### src/rtl/daq_pkg.sv
// Shared types and constants for the DAQ capture scheduler.
package daq_pkg;

  typedef enum logic [2:0] {
    S_IDLE,
    S_START,
    S_PAYLOAD,
    S_PAD,
    S_WAIT_DONE
  } sched_state_t;

  localparam logic [31:0] START_TOKEN = 32'h0000_0000;
  localparam logic [31:0] PAD_WORD    = 32'hDEAD_BEEF;

  localparam int ERR_STARVE_LSB  = 0;
  localparam int ERR_STARVE_W    = 8;
  localparam int ERR_TIMEOUT_BIT = 8;
  localparam int ERR_SEQ_LSB     = 12;
  localparam int ERR_SEQ_W       = 4;

  function automatic logic [15:0] pack_error_flags(input logic [7:0] starve,
                                                   input logic       timeout,
                                                   input logic [3:0] seq);
    logic [15:0] f;
    f = '0;
    f[ERR_STARVE_LSB +: ERR_STARVE_W] = starve;
    f[ERR_TIMEOUT_BIT]                = timeout;
    f[ERR_SEQ_LSB +: ERR_SEQ_W]       = seq;
    return f;
  endfunction

endpackage

### src/rtl/daq_capture_scheduler_rr_arbiter.sv
// Combinational round-robin pick: first set request at or after ptr, wrapping.
module rr_arbiter #(
  parameter int N_CH = 4,
  parameter int G_W  = 2
) (
  input  logic [N_CH-1:0] req,
  input  logic [G_W-1:0]  ptr,
  output logic [G_W-1:0]  grant_idx,
  output logic            grant_valid
);

  int c;

  // Walk from the farthest candidate back toward ptr so the nearest request wins.
  always_comb begin
    grant_idx   = '0;
    grant_valid = 1'b0;
    c           = 0;
    for (int k = N_CH - 1; k >= 0; k--) begin
      c = int'(ptr) + k;
      if (c >= N_CH) c = c - N_CH;
      if (req[c]) begin
        grant_idx   = G_W'(c);
        grant_valid = 1'b1;
      end
    end
  end

endmodule

### src/rtl/daq_capture_scheduler.sv
// Round-robin capture scheduler: grants one channel per packet and feeds the
// packetizer a start token, capture-length samples, and packet side-band status.
//
//   state       | meaning
//   S_IDLE      | waiting for an enabled, valid channel to grant
//   S_START     | presenting the start token for the granted channel
//   S_PAYLOAD   | passing samples straight through from the granted channel
//   S_PAD       | source went quiet too long; filling the packet with PAD_WORD
//   S_WAIT_DONE | packet handed off; holding side-band until pkt_done
module daq_capture_scheduler #(
  parameter int N_CH         = 4,
  parameter int DATA_W       = 32,
  parameter int USER_W       = 8,
  parameter int TS_W         = 32,
  parameter int TIMEOUT      = 1024,
  parameter int STARVE_LIMIT = 4096
) (
  input  logic                   clk,
  input  logic                   rst_n,
  input  logic                   cfg_enable,
  input  logic [N_CH-1:0]        cfg_chan_en,
  input  logic [7:0]             cfg_capture_len,
  input  logic [N_CH-1:0]        ch_tvalid,
  input  logic [N_CH*DATA_W-1:0] ch_tdata,
  output logic [N_CH-1:0]        ch_tready,
  output logic                   m_tvalid,
  output logic [DATA_W-1:0]      m_tdata,
  output logic [USER_W-1:0]      m_tuser,
  input  logic                   m_tready,
  input  logic                   pkt_done,
  output logic [31:0]            timestamp_latched,
  output logic [7:0]             capture_len_cfg,
  output logic [15:0]            error_flags,
  output logic                   busy
);

  import daq_pkg::*;

  localparam int G_W  = (N_CH > 1) ? $clog2(N_CH) : 1;
  localparam int TO_W = $clog2(TIMEOUT + 1);
  localparam int ST_W = $clog2(STARVE_LIMIT + 1);
  localparam logic [TO_W-1:0] TO_LAST = TO_W'(TIMEOUT - 1);
  localparam logic [ST_W-1:0] ST_LAST = ST_W'(STARVE_LIMIT - 1);

  sched_state_t      state, state_nxt;
  logic [G_W-1:0]    rr_ptr, g;
  logic [8:0]        len, cnt;
  logic [TO_W-1:0]   to_cnt;
  logic [TS_W-1:0]   ts_cnt;
  logic [3:0]        seq;
  logic              timeout_flag;
  logic [7:0]        starve_flags;
  logic [ST_W-1:0]   starve_cnt [N_CH];
  logic [N_CH-1:0]   req, waiting;
  logic [G_W-1:0]    arb_idx;
  logic              arb_valid;
  logic              src_valid;
  logic [DATA_W-1:0] src_data;
  logic              last_beat;

  assign req       = cfg_enable ? (ch_tvalid & cfg_chan_en) : '0;
  assign src_valid = ch_tvalid[g];
  assign src_data  = ch_tdata[int'(g)*DATA_W +: DATA_W];
  assign last_beat = ((cnt + 9'd1) == len);
  assign busy      = (state != S_IDLE);

  rr_arbiter #(.N_CH(N_CH), .G_W(G_W)) u_rr_arbiter (
    .req         (req),
    .ptr         (rr_ptr),
    .grant_idx   (arb_idx),
    .grant_valid (arb_valid)
  );

  always_comb begin
    state_nxt = state;
    m_tvalid  = 1'b0;
    m_tdata   = '0;
    m_tuser   = '0;
    ch_tready = '0;
    case (state)
      S_IDLE: begin
        if (arb_valid) state_nxt = S_START;
      end
      S_START: begin
        m_tvalid = 1'b1;
        m_tdata  = DATA_W'(START_TOKEN);
        m_tuser  = USER_W'(g);
        if (m_tready) state_nxt = S_PAYLOAD;
      end
      S_PAYLOAD: begin
        m_tvalid     = src_valid;
        m_tdata      = src_data;
        m_tuser      = USER_W'(g);
        ch_tready[g] = m_tready;
        if (src_valid && m_tready && last_beat) state_nxt = S_WAIT_DONE;
        else if (!src_valid && (to_cnt == TO_LAST)) state_nxt = S_PAD;
      end
      S_PAD: begin
        m_tvalid = 1'b1;
        m_tdata  = DATA_W'(PAD_WORD);
        m_tuser  = USER_W'(g);
        if (m_tready && last_beat) state_nxt = S_WAIT_DONE;
      end
      S_WAIT_DONE: begin
        if (pkt_done) state_nxt = S_IDLE;
      end
      default: state_nxt = S_IDLE;
    endcase
  end

  always_ff @(posedge clk) begin
    if (!rst_n) begin
      state             <= S_IDLE;
      rr_ptr            <= '0;
      g                 <= '0;
      len               <= '0;
      cnt               <= '0;
      to_cnt            <= '0;
      ts_cnt            <= '0;
      seq               <= '0;
      timeout_flag      <= 1'b0;
      timestamp_latched <= '0;
      capture_len_cfg   <= '0;
      error_flags       <= '0;
    end else begin
      state  <= state_nxt;
      ts_cnt <= ts_cnt + 1'b1;
      case (state)
        S_IDLE: begin
          if (arb_valid) begin
            g               <= arb_idx;
            len             <= (cfg_capture_len == 8'd0) ? 9'd256 : {1'b0, cfg_capture_len};
            capture_len_cfg <= cfg_capture_len;
            rr_ptr          <= (arb_idx == G_W'(N_CH - 1)) ? '0 : arb_idx + 1'b1;
          end
        end
        S_START: begin
          if (m_tready) begin
            timestamp_latched <= 32'(ts_cnt);
            cnt               <= '0;
            to_cnt            <= '0;
          end
        end
        S_PAYLOAD: begin
          // Only an absent source ages the timeout; backpressure does not.
          if (src_valid) begin
            if (m_tready) begin
              cnt    <= cnt + 9'd1;
              to_cnt <= '0;
              if (last_beat) begin
                error_flags <= pack_error_flags(starve_flags, timeout_flag, seq);
                seq         <= seq + 4'd1;
              end
            end
          end else if (to_cnt == TO_LAST) begin
            timeout_flag <= 1'b1;
          end else begin
            to_cnt <= to_cnt + 1'b1;
          end
        end
        S_PAD: begin
          if (m_tready) begin
            cnt <= cnt + 9'd1;
            if (last_beat) begin
              error_flags <= pack_error_flags(starve_flags, timeout_flag, seq);
              seq         <= seq + 4'd1;
            end
          end
        end
        S_WAIT_DONE: begin
          if (pkt_done) timeout_flag <= 1'b0;
        end
        default: ;
      endcase
    end
  end

  // A channel is waiting when it requests but is neither being granted nor served.
  always_comb begin
    waiting = '0;
    for (int i = 0; i < N_CH; i++) begin
      if (state == S_IDLE) waiting[i] = req[i] && !(arb_valid && (int'(arb_idx) == i));
      else                 waiting[i] = req[i] && (int'(g) != i);
    end
  end

  always_ff @(posedge clk) begin
    if (!rst_n) begin
      starve_flags <= '0;
      for (int i = 0; i < N_CH; i++) starve_cnt[i] <= '0;
    end else begin
      for (int i = 0; i < N_CH; i++) begin
        if (waiting[i]) begin
          if (starve_cnt[i] == ST_LAST) starve_flags[i] <= 1'b1;
          else                          starve_cnt[i]   <= starve_cnt[i] + 1'b1;
        end else begin
          starve_cnt[i] <= '0;
        end
        if ((state == S_WAIT_DONE) && pkt_done && (int'(g) == i)) starve_flags[i] <= 1'b0;
      end
    end
  end

endmodule

### config.mk
export PLATFORM = sky130hd
export DESIGN_NAME = daq_capture_scheduler
export DESIGN_NICKNAME = d
export VERILOG_FILES = /design/src/rtl/daq_pkg.sv /design/src/rtl/daq_capture_scheduler_rr_arbiter.sv /design/src/rtl/daq_capture_scheduler.sv
export SDC_FILE = /design/constraint.sdc
export NUM_CORES = 1
export LEC_CHECK = 0
export ABC_AREA = 1
export CORE_ASPECT_RATIO = 0.7
export CORE_MARGIN = 4
export CORE_UTILIZATION = 50
export DETAILED_ROUTE_END_ITERATION = 8
export PLACE_DENSITY_LB_ADDON = 0.05
export SYNTH_ARGS = -nofsm -noshare
export SYNTH_HDL_FRONTEND = slang
export SYNTH_SLANG_ARGS = --single-unit
### constraint.sdc
create_clock -name clk -period 3.29 [get_ports clk]
set_clock_uncertainty 0.05 [all_clocks]
set_input_delay 0.4935 -clock clk [delete_from_list [all_inputs] [get_ports clk]]
set_output_delay 0.4935 -clock clk [all_outputs]
set_load 0.02 [all_outputs]
## Word level (Yosys, flattened, before mapping)

Memory sizes are Yosys's and may differ from the RTL's.
Index checks and enable logic that the tools add are counted.

| word-level totals | value |
|---|---|
| input port bits | 149 |
| word-level logic and storage cells | 241 |
| memory bits (writable) | 52 |
| output and inout bits | 102 |
| memories | 1 |
| bits in registers | 133 |

| operators by class | value |
|---|---|
| shift operators | 1 |
| reductions and logical operators | 54 |
| order comparisons | 10 |
| bitwise operators | 11 |
| multiplexer cells | 103 |
| eq/ne operators | 29 |
| add/sub/neg operators | 16 |

Memory list:

| memory | words | width | read ports | clocked after memory_dff | write ports | RTL line | text |
|---|---|---|---|---|---|---|---|
| starve_cnt | 4 | 13 | 4 | 0 | 4 | daq_capture_scheduler.sv:53 | `logic [ST_W-1:0] starve_cnt [N_CH];` |

Operator list:

| cell | count |
|---|---|
| $lt 32x4->1 const B | 4 |
| $mux 32 | 4 |
| $shiftx 128x8->32 | 1 |
| $mux 13 | 8 |
| $ge 32x4->1 const B | 3 |
| $sub 32x4->32 const B | 3 |
| $pmux 32 s2 | 1 |
| $add 13x1->13 const B | 4 |
| $eq 13x12->1 const B | 4 |
| $mux 1 | 50 |
| $mux 16 | 3 |
| $mux 9 | 4 |
| $mux 11 | 3 |
| $add 32x1->32 const B | 1 |
| $pmux 16 s2 | 1 |
| $pmux 9 s3 | 1 |
| $logic_and 1x1->1 | 22 |
| $pmux 11 s2 | 1 |
| $mux 4 | 5 |
| $mux 3 | 6 |
| $ne 2x2->1 const B | 9 |
| $reduce_and 2->1 | 8 |
| $pmux 3 s5 | 1 |
| $mux 2 | 6 |
| 37 further kinds | 71 |

## Depth between registers and ports, before layout

Gate-level depths: netlist of run 1.

| logic depth | value |
|---|---|
| depth after elaboration | 20 |
| depth in mapped cells | 16 |
| gate-level depth less buffers | 15 |

## By module

A second synthesis of run 1 with hierarchy kept.

| unflattened totals | value |
|---|---|
| cell total of the unflattened synthesis | 1349 |
| area total of the unflattened synthesis | 9776.9 µm² |

Modules (own cells, without submodules):

| module | seq. area each (µm²) | area each (µm²) | cells an instance | times used |
|---|---|---|---|---|
| daq_capture_scheduler | 4083.9 | 9551.7 | 1305 | 1 |
| rr_arbiter | 0.0 | 225.2 | 44 | 1 |

## Worst setup path before layout of run 1

No wires, ideal clock.

| timing | value |
|---|---|
| path type | register to register |
| from | memory starve_cnt[3][0] in the netlist's numbering |
| to | memory starve_cnt[3][0] in the netlist's numbering, enable pin |
| cell stages (with the launch flop) | 9 |
| period minus slack after synthesis | 2.314 ns |
| setup time | 0.419 ns |
| data arrival time | 1.846 ns |
| path slack | 0.976 ns |
| required time | 2.821 ns |
| path buffers | 0 |
| cell sequence | edfxtp_1 -> ha_1 -> nand2_1 -> nor3_2 -> nand3_1 -> nor3b_2 -> nand3_1 -> nor2_1 -> nand4_1 |

RTL lines:

| item | RTL line |
|---|---|
| start: declaration | daq_capture_scheduler.sv:53 |

## Final worst setup path of run 1

| timing | value |
|---|---|
| from | register state[1] |
| to | output m_tdata[22] |

| between the ends | value |
|---|---|
| longest elaborated chain between the ends | 2 |
| elaborated cells between the ends (all ways) | 3 |
| those cells by class | eq/ne (2); mux (1) |

RTL lines:

| item | RTL line | text |
|---|---|---|
| start: declaration | daq_capture_scheduler.sv:45 | `sched_state_t state, state_nxt;` |
| start signal: assignment | daq_capture_scheduler.sv:126 | `state <= state_nxt;` |
| $eq 3x2->1 | daq_capture_scheduler.sv:80 | `case (state)` |
| $pmux 32 s2 (*) | daq_capture_scheduler.sv:80 |  |
| end: declaration | daq_capture_scheduler.sv:27 | `output logic [DATA_W-1:0] m_tdata,` |

Every way passes the cells marked *; elsewhere a longest branch is shown, timed or not.

==> results of run 1 <==
-- area by class of cell --
type                       count  area (um^2)
fill                        1628         6090
inverter                     136          513
sequential                   178         4080
multi-input combinational    927         4720
tap                          242          303
clock buffer                  17          425
antenna                        1         2.50
timing repair buffer         255         2540
clock inverter                15          183
-- per-stage QoR --
stage / setup WS [ns] / hold slack [ns] / power (mW) / std cells
floorplan: 0.976 / 0.376 / 4.61 / 1304
detailed placement: 0.142 / 0.404 / 5.93 / 1738
finish: 0.105 / 0.407 / 7.97 / 1771
global placement: 0.257 / 0.393 / 5.89 / 1738
global route: -0.0124 / 0.440 / 8.39 / 1771
CTS: 0.0855 / 0.410 / 7.97 / 1770
-- worst max-delay path, cell delays in order, from the launching register on --
cell             delay, ns
dfxtp_1               0.43
inv_2                 0.05
nor2_1                0.21
inv_4                 0.19
nor2_8                0.21
inv_2                 0.21
a21oi_1               0.19
clkdlybuf4s50_1       0.71
-- state kept, by name, summed over array words and instances (netlist names), 4 cells and up --
signal	cells
capture_len_cfg	8
cnt	9
error_flags	9
len	9
seq	4
starve_cnt	52
starve_flags	4
timestamp_latched	32
to_cnt	11
ts_cnt	32
-- kinds of logic (layout without fill, tap and decap cells) --
kind of cell / after synthesis / count (layout) / synth area share (%)
adder cells (fa/ha/maj): 8 / 8 / 1.04
XOR/XNOR: 42 / 42 / 3.84
buffers and inverters: 199 / 423 / 8.70
AND/OR/NAND/NOR: 591 / 591 / 27.5
AO/OA/AOI/OAI: 273 / 273 / 16.3
flip-flops: 178 / 178 / 42.6
other: 1 / 14 / 0.0391
-- cell usage in the layout (no fill, tap or decap), types with 5 or more instances in the layout --
cell type        instances
a21oi_1                126
a221oi_1                 5
a22oi_1                 20
a31oi_1                 12
a41oi_1                 16
buf_4                   15
clkbuf_16               17
clkdlybuf4s50_1        236
conb_1                  13
dfxtp_1                126
edfxtp_1                52
ha_1                     8
inv_1                  124
inv_2                   10
nand2_1                266
nand2_2                  5
nand3_1                 69
nand4_1                 25
nor2_1                 149
nor2_2                  20
nor3_1                  22
nor3_2                   5
o21ai_0                 70
o21ai_1                  8
xnor2_1                 18
xor2_1                  24
-- routing by layer --
layer | GRT usage (%) | share of wire (%)
met1 | 35.5 | 44
met2 | 45.6 | 47
met3 | 5.31 | 6.9
met4 | 8.72 | 2.0
met5 | 0 | 0
-- final timing paths --
check,endpoint,cells past startpoint
worst max-delay path,m_tdata[22],7
worst min-delay path,error_flags[1]$_SDFFE_PN0P_,2
worst max register to register,starve_cnt[0][9]$_SDFFCE_PP0P_,8
worst min register to register,error_flags[1]$_SDFFE_PN0P_,2
-- report_power, final --
| group | switching, mW | internal, mW | total [mW] |
|---|---|---|---|
| registers | 0.200 | 2.46 | 2.66 |
| clock network | 1.00 | 1.04 | 2.04 |
| logic | 2.00 | 1.27 | 3.27 |
-- repair_timing --
item	CTS	global route
resized for setup	0	2
setup buffers	0	0
setup endpoints to repair	0	4
==> results.sh, run 1 <==
export IMPL_wl_per_cell_um=16.8
export IMPL_final_core_util_pct=67.7
export IMPL_tightest_slew_ns=0.983
export IMPL_fin_crit_ns=3.19
export IMPL_dieArea_um2=21500
export IMPL_via_per_inst=5.41
export IMPL_yosys_area_top_type="dfxtp_1"
export IMPL_nets=1672
export IMPL_wirelength_mm=29.7
export IMPL_maxCapViolations=0
export IMPL_port_buffers=237
export IMPL_ant_nets=0
export IMPL_initialDrtViolationCount=692
export IMPL_synth_edf_count=52
export IMPL_grt_pass1_vias=9018
export IMPL_ys_flop_type="dfxtp_1"
export IMPL_grt_overflow=0
export IMPL_ff2ff_setup_slack_ns=0.61
export IMPL_status="finished clean"
export IMPL_die_w_um=174
export IMPL_crit_start="state[1]$_SDFFE_PN0P_"
export IMPL_synthArstFlopShare_pct=0
export IMPL_dpl_hpwl_mm=22.5
export IMPL_crit_required_ns=2.75
export IMPL_dr_total_vias=9579
export IMPL_grt_pass1_wl_mm=46.8
export IMPL_worstHoldStart="starve_flags[1]$_SDFFE_PP0P_"
export IMPL_core_area_um2=18900
export IMPL_fin_area_um2=12800
export IMPL_final_hold_violation_count=0
export IMPL_ir_drop_mv=0.338
export IMPL_r2r_start="starve_cnt[0][0]$_SDFFCE_PP0P_"
export IMPL_ys_ff_latch=178
export IMPL_netlist_area_um2=9590
export IMPL_die_h_um=124
export IMPL_synthCells=1292
export IMPL_tns_ns=0
export IMPL_initial_utilization_pct=50.8
export IMPL_grt_max_degree=66
export IMPL_rows=42
export IMPL_ys_warnings_count=0
export IMPL_period_share_pct=96.8
export IMPL_synthTopCellsByCount="nand2_1, nor2_1, a21oi_1, dfxtp_1, inv_1"
export IMPL_htree_levels=4
export IMPL_synth_most_common_cell="nand2_1"
export IMPL_drive_above_1_share_pct=7.00
export IMPL_ctsHoldBuffers=0
export IMPL_cp_max_fo=26
export IMPL_cts_tree="built"
export IMPL_drt_pre_antenna_iters=5
export IMPL_ys_top_cells_by_area="dfxtp_1, edfxtp_1, nand2_1, a21oi_1, nor2_1"
export IMPL_routabilityCongestion=0.935
export IMPL_grt_util_all_layers_pct=27.0
export IMPL_cts_clk_slew_worst_paths_ns=0.08
export IMPL_end_kind="output pin"
export IMPL_clock_sinks=178
export IMPL_clockRootBuffer="clkbuf_16"
export IMPL_p_leak_nw=4.68
export IMPL_placed_cell_area_um2=12200
export IMPL_synth_seq_area_share_pct=42.6
export IMPL_cts_buffer_depth=2
export IMPL_slew_headroom_pct=34.4
export IMPL_powerDensity_nw_per_um2=624
export IMPL_synth_top_cell_area_share_pct=26.3
export IMPL_syn_avg_cell_area_um2=7.42
export IMPL_crit_type="flop to output pin"
export IMPL_syn_to_final_growth_pct=33.2
export IMPL_drv_slew=0
export IMPL_holdCritPathClass="flop to flop"
export IMPL_setup_viol=0
export IMPL_clock_latency_ns=0.43
export IMPL_antenna_found_initial=1
export IMPL_cts_inserted_buffers=17
export IMPL_drc=0
export IMPL_fmax_mhz=314
export IMPL_synth_cell_types=51
export IMPL_start_kind="flop"
export IMPL_io_pins=251
export IMPL_arrival_ns=2.64
No activity file was read; power rests on OpenSTA's default activity.
==> run 2: changes to the inputs <==
- CORE_MARGIN: 4 -> 5
==> run 2 against run 1 <==
  * Sequential cell count is the same
  * First-iteration DRC count grew 4.9%
  * Global-route usage shrank 1.1 points
  * Setup slack gained 0.12 ns
  * Via count shrank 0.77%
  * Maximum frequency grew 3.8%
  * Largest cell class unchanged
  * Largest power group unchanged
==> results.sh, run 2 (same netlist as run 1, synthesis figures left out) <==
export IMPL_fmax_mhz=326
export IMPL_syn_to_final_growth_pct=32.8
export IMPL_multi_input_area_um2=4720
export IMPL_crit_type="flop to output pin"
export IMPL_core_area_um2=18900
export IMPL_ir_drop_mv=0.453
export IMPL_cts_inserted_buffers=17
export IMPL_crit_top_cell="inv_2"
export IMPL_top_regs="starve_cnt x52, timestamp_latched x32, ts_cnt x32"
export IMPL_antenna_found_initial=4
export IMPL_r2r_end="starve_cnt[3][9]$_SDFFCE_PP0P_"
export IMPL_wirelength_mm=29.8
export IMPL_fin_crit_ns=3.07
export IMPL_ant_nets=0
export IMPL_fillers=1585
export IMPL_port_buffers=237
export IMPL_grt_max_degree=51
export IMPL_cp_max_fo=17
export IMPL_powerDensity_nw_per_um2=622
export IMPL_hold_depth=2
export IMPL_wl_per_cell_um=16.8
export IMPL_io_pins=251
export IMPL_initial_utilization_pct=50.8
export IMPL_tns_ns=0
export IMPL_p_leak_nw=4.65
export IMPL_nets=1671
export IMPL_clock_sinks=178
export IMPL_slew_headroom_pct=39.9
export IMPL_clock_latency_ns=0.43
export IMPL_holdCritPathClass="flop to flop"
export IMPL_drt_pre_antenna_iters=5
export IMPL_arrival_ns=2.52
export IMPL_crit_family="buffers and inverters"
export IMPL_die_w_um=176
export IMPL_reg2regPathDepth=8
export IMPL_cts_setup_buffers=0
export IMPL_htree_levels=4
export IMPL_crit_cells=7
export IMPL_r2r_start="starve_cnt[3][0]$_SDFFCE_PP0P_"
export IMPL_crit_start="state[1]$_SDFFE_PN0P_"
export IMPL_grt_pass1_vias=8909
export IMPL_rsz0062_at_grt="no"
export IMPL_drc=0
export IMPL_slowest_delay_ns=0.72
export IMPL_final_core_util_pct=67.5
export IMPL_grt_overflow=0
export IMPL_grt_pass1_wl_mm=46.5
export IMPL_drive_above_1_share_pct=6.94
export IMPL_start_kind="flop"
export IMPL_initialDrtViolationCount=726
export IMPL_cts_tree="built"
export IMPL_crit_end="m_tdata[4]"
export IMPL_largest_reg_flops=52
export IMPL_worst_path_buf_inv=4
export IMPL_cts_buffer_depth=2
export IMPL_routabilityCongestion=0.914
export IMPL_dieArea_um2=22100
export IMPL_ff2ff_setup_slack_ns=0.60
export IMPL_final_hold_violation_count=0
export IMPL_tightest_slew_ns=0.901
export IMPL_ctsHoldBuffers=0
export IMPL_grt_util_all_layers_pct=25.9
export IMPL_setup_viol=0
export IMPL_regMostFlops="starve_cnt"
export IMPL_drv_slew=0
export IMPL_status="finished clean"
export IMPL_crit_required_ns=2.75
export IMPL_final_cell_mix="nand2_1, clkdlybuf4s50_1, nor2_1"
export IMPL_die_h_um=126
export IMPL_via_per_inst=5.36
export IMPL_rows=42
export IMPL_dpl_hpwl_mm=22.6
export IMPL_slowest_stage="clkdlybuf4s50_1"
export IMPL_maxCapViolations=0
export IMPL_cts_clk_slew_worst_paths_ns=0.07
export IMPL_critical_path_cell_chain="inv_2 -> nor2_1 -> inv_2 -> nor2_8 -> inv_2 -> a21oi_1 -> clkdlybuf4s50_1"
export IMPL_clockRootBuffer="clkbuf_16"
export IMPL_final_common_cell="nand2_1"
export IMPL_regArea_um2=4080
export IMPL_period_share_pct=93.2
export IMPL_end_kind="output pin"
export IMPL_dr_total_vias=9505
==> run 2: cell types whose count changed in the layout (fill, tap and decap cells not counted) <==
cell | before | now
clkinv_8 | 4 | 1
buf_4 | 15 | 13
buf_6 | 0 | 1
inv_2 | 10 | 11
diode_2 | 1 | 4
clkinv_2 | 0 | 1
inv_6 | 4 | 6
inv_12 | 2 | 0
inv_4 | 1 | 0
clkinvlp_4 | 1 | 3
==> run 2: worst min-delay path by stage <==
stage | slack (ns) | endpoint | startpoint
after floorplan | 0.38 | ts_cnt[0]$_SDFF_PN0_ | ts_cnt[0]$_SDFF_PN0_
after global placement | 0.39 | ts_cnt[0]$_SDFF_PN0_ | ts_cnt[0]$_SDFF_PN0_
after detailed placement | 0.39 | error_flags[1]$_SDFFE_PN0P_ | starve_flags[1]$_SDFFE_PP0P_
after CTS | 0.41 | error_flags[1]$_SDFFE_PN0P_ | starve_flags[1]$_SDFFE_PP0P_
after global routing | 0.43 | error_flags[1]$_SDFFE_PN0P_ | starve_flags[1]$_SDFFE_PP0P_
final | 0.41 | error_flags[1]$_SDFFE_PN0P_ | starve_flags[1]$_SDFFE_PP0P_
==> run 2: repair_timing <==
item / in CTS / in global routing
endpoints found under the setup margin: 0 / 1
hold endpoints to repair: 0 / 0
resized for setup: 0 / 1
==> run 2: cell type report <==
type / count / share of cell area (%)
Clock inverter: 15 / 1.09
Tap cell: 242 / 2.38
Antenna cell: 4 / 0.0786
Clock buffer: 17 / 3.34
Multi-Input combinational cell: 927 / 37.1
Inverter: 136 / 4.01
Timing Repair Buffer: 254 / 19.9
Sequential cell: 178 / 32.1
==> run 2: report_power, final <==
group / internal (mW) / leakage, nW / switching (mW)
clock: 1.00 / 0.270 / 0.942
sequential: 2.46 / 1.66 / 0.206
combinational: 1.28 / 2.71 / 2.03
==> run 2: worst min-delay path: stages, from the launching register on <==
cell     delay, ns
dfxtp_1       0.30
inv_1         0.06
a21oi_1       0.05
==> run 2: metal layers <==
layer | global-route usage (%) | wire length, um | up-vias | part of all wire [%]
met5 | 0 | 0 | - | 0
met3 | 6.14 | 2350 | 43 | 7.9
li1 | - | - | 4762 | -
met4 | 11.1 | 1040 | 0 | 3.5
met1 | 35.1 | 13200 | 4332 | 44
met2 | 39.8 | 13200 | 368 | 44
==> run 2: metrics by stage <==
step           instance area (um^2)  total power, mW  setup slack [ns]  instances  hold WS, ns
6_report                      12700             7.91             0.223       1773        0.406
5_1_grt                       12700             8.31            0.0768       1773        0.428
4_1_cts                       12700             7.91             0.174       1769        0.405
3_5_place_dp                  12200             5.96             0.142       1737        0.393
3_3_place_gp                  12200             5.93             0.259       1737        0.389
2_1_floorplan                  9630             4.61             0.976       1304        0.376
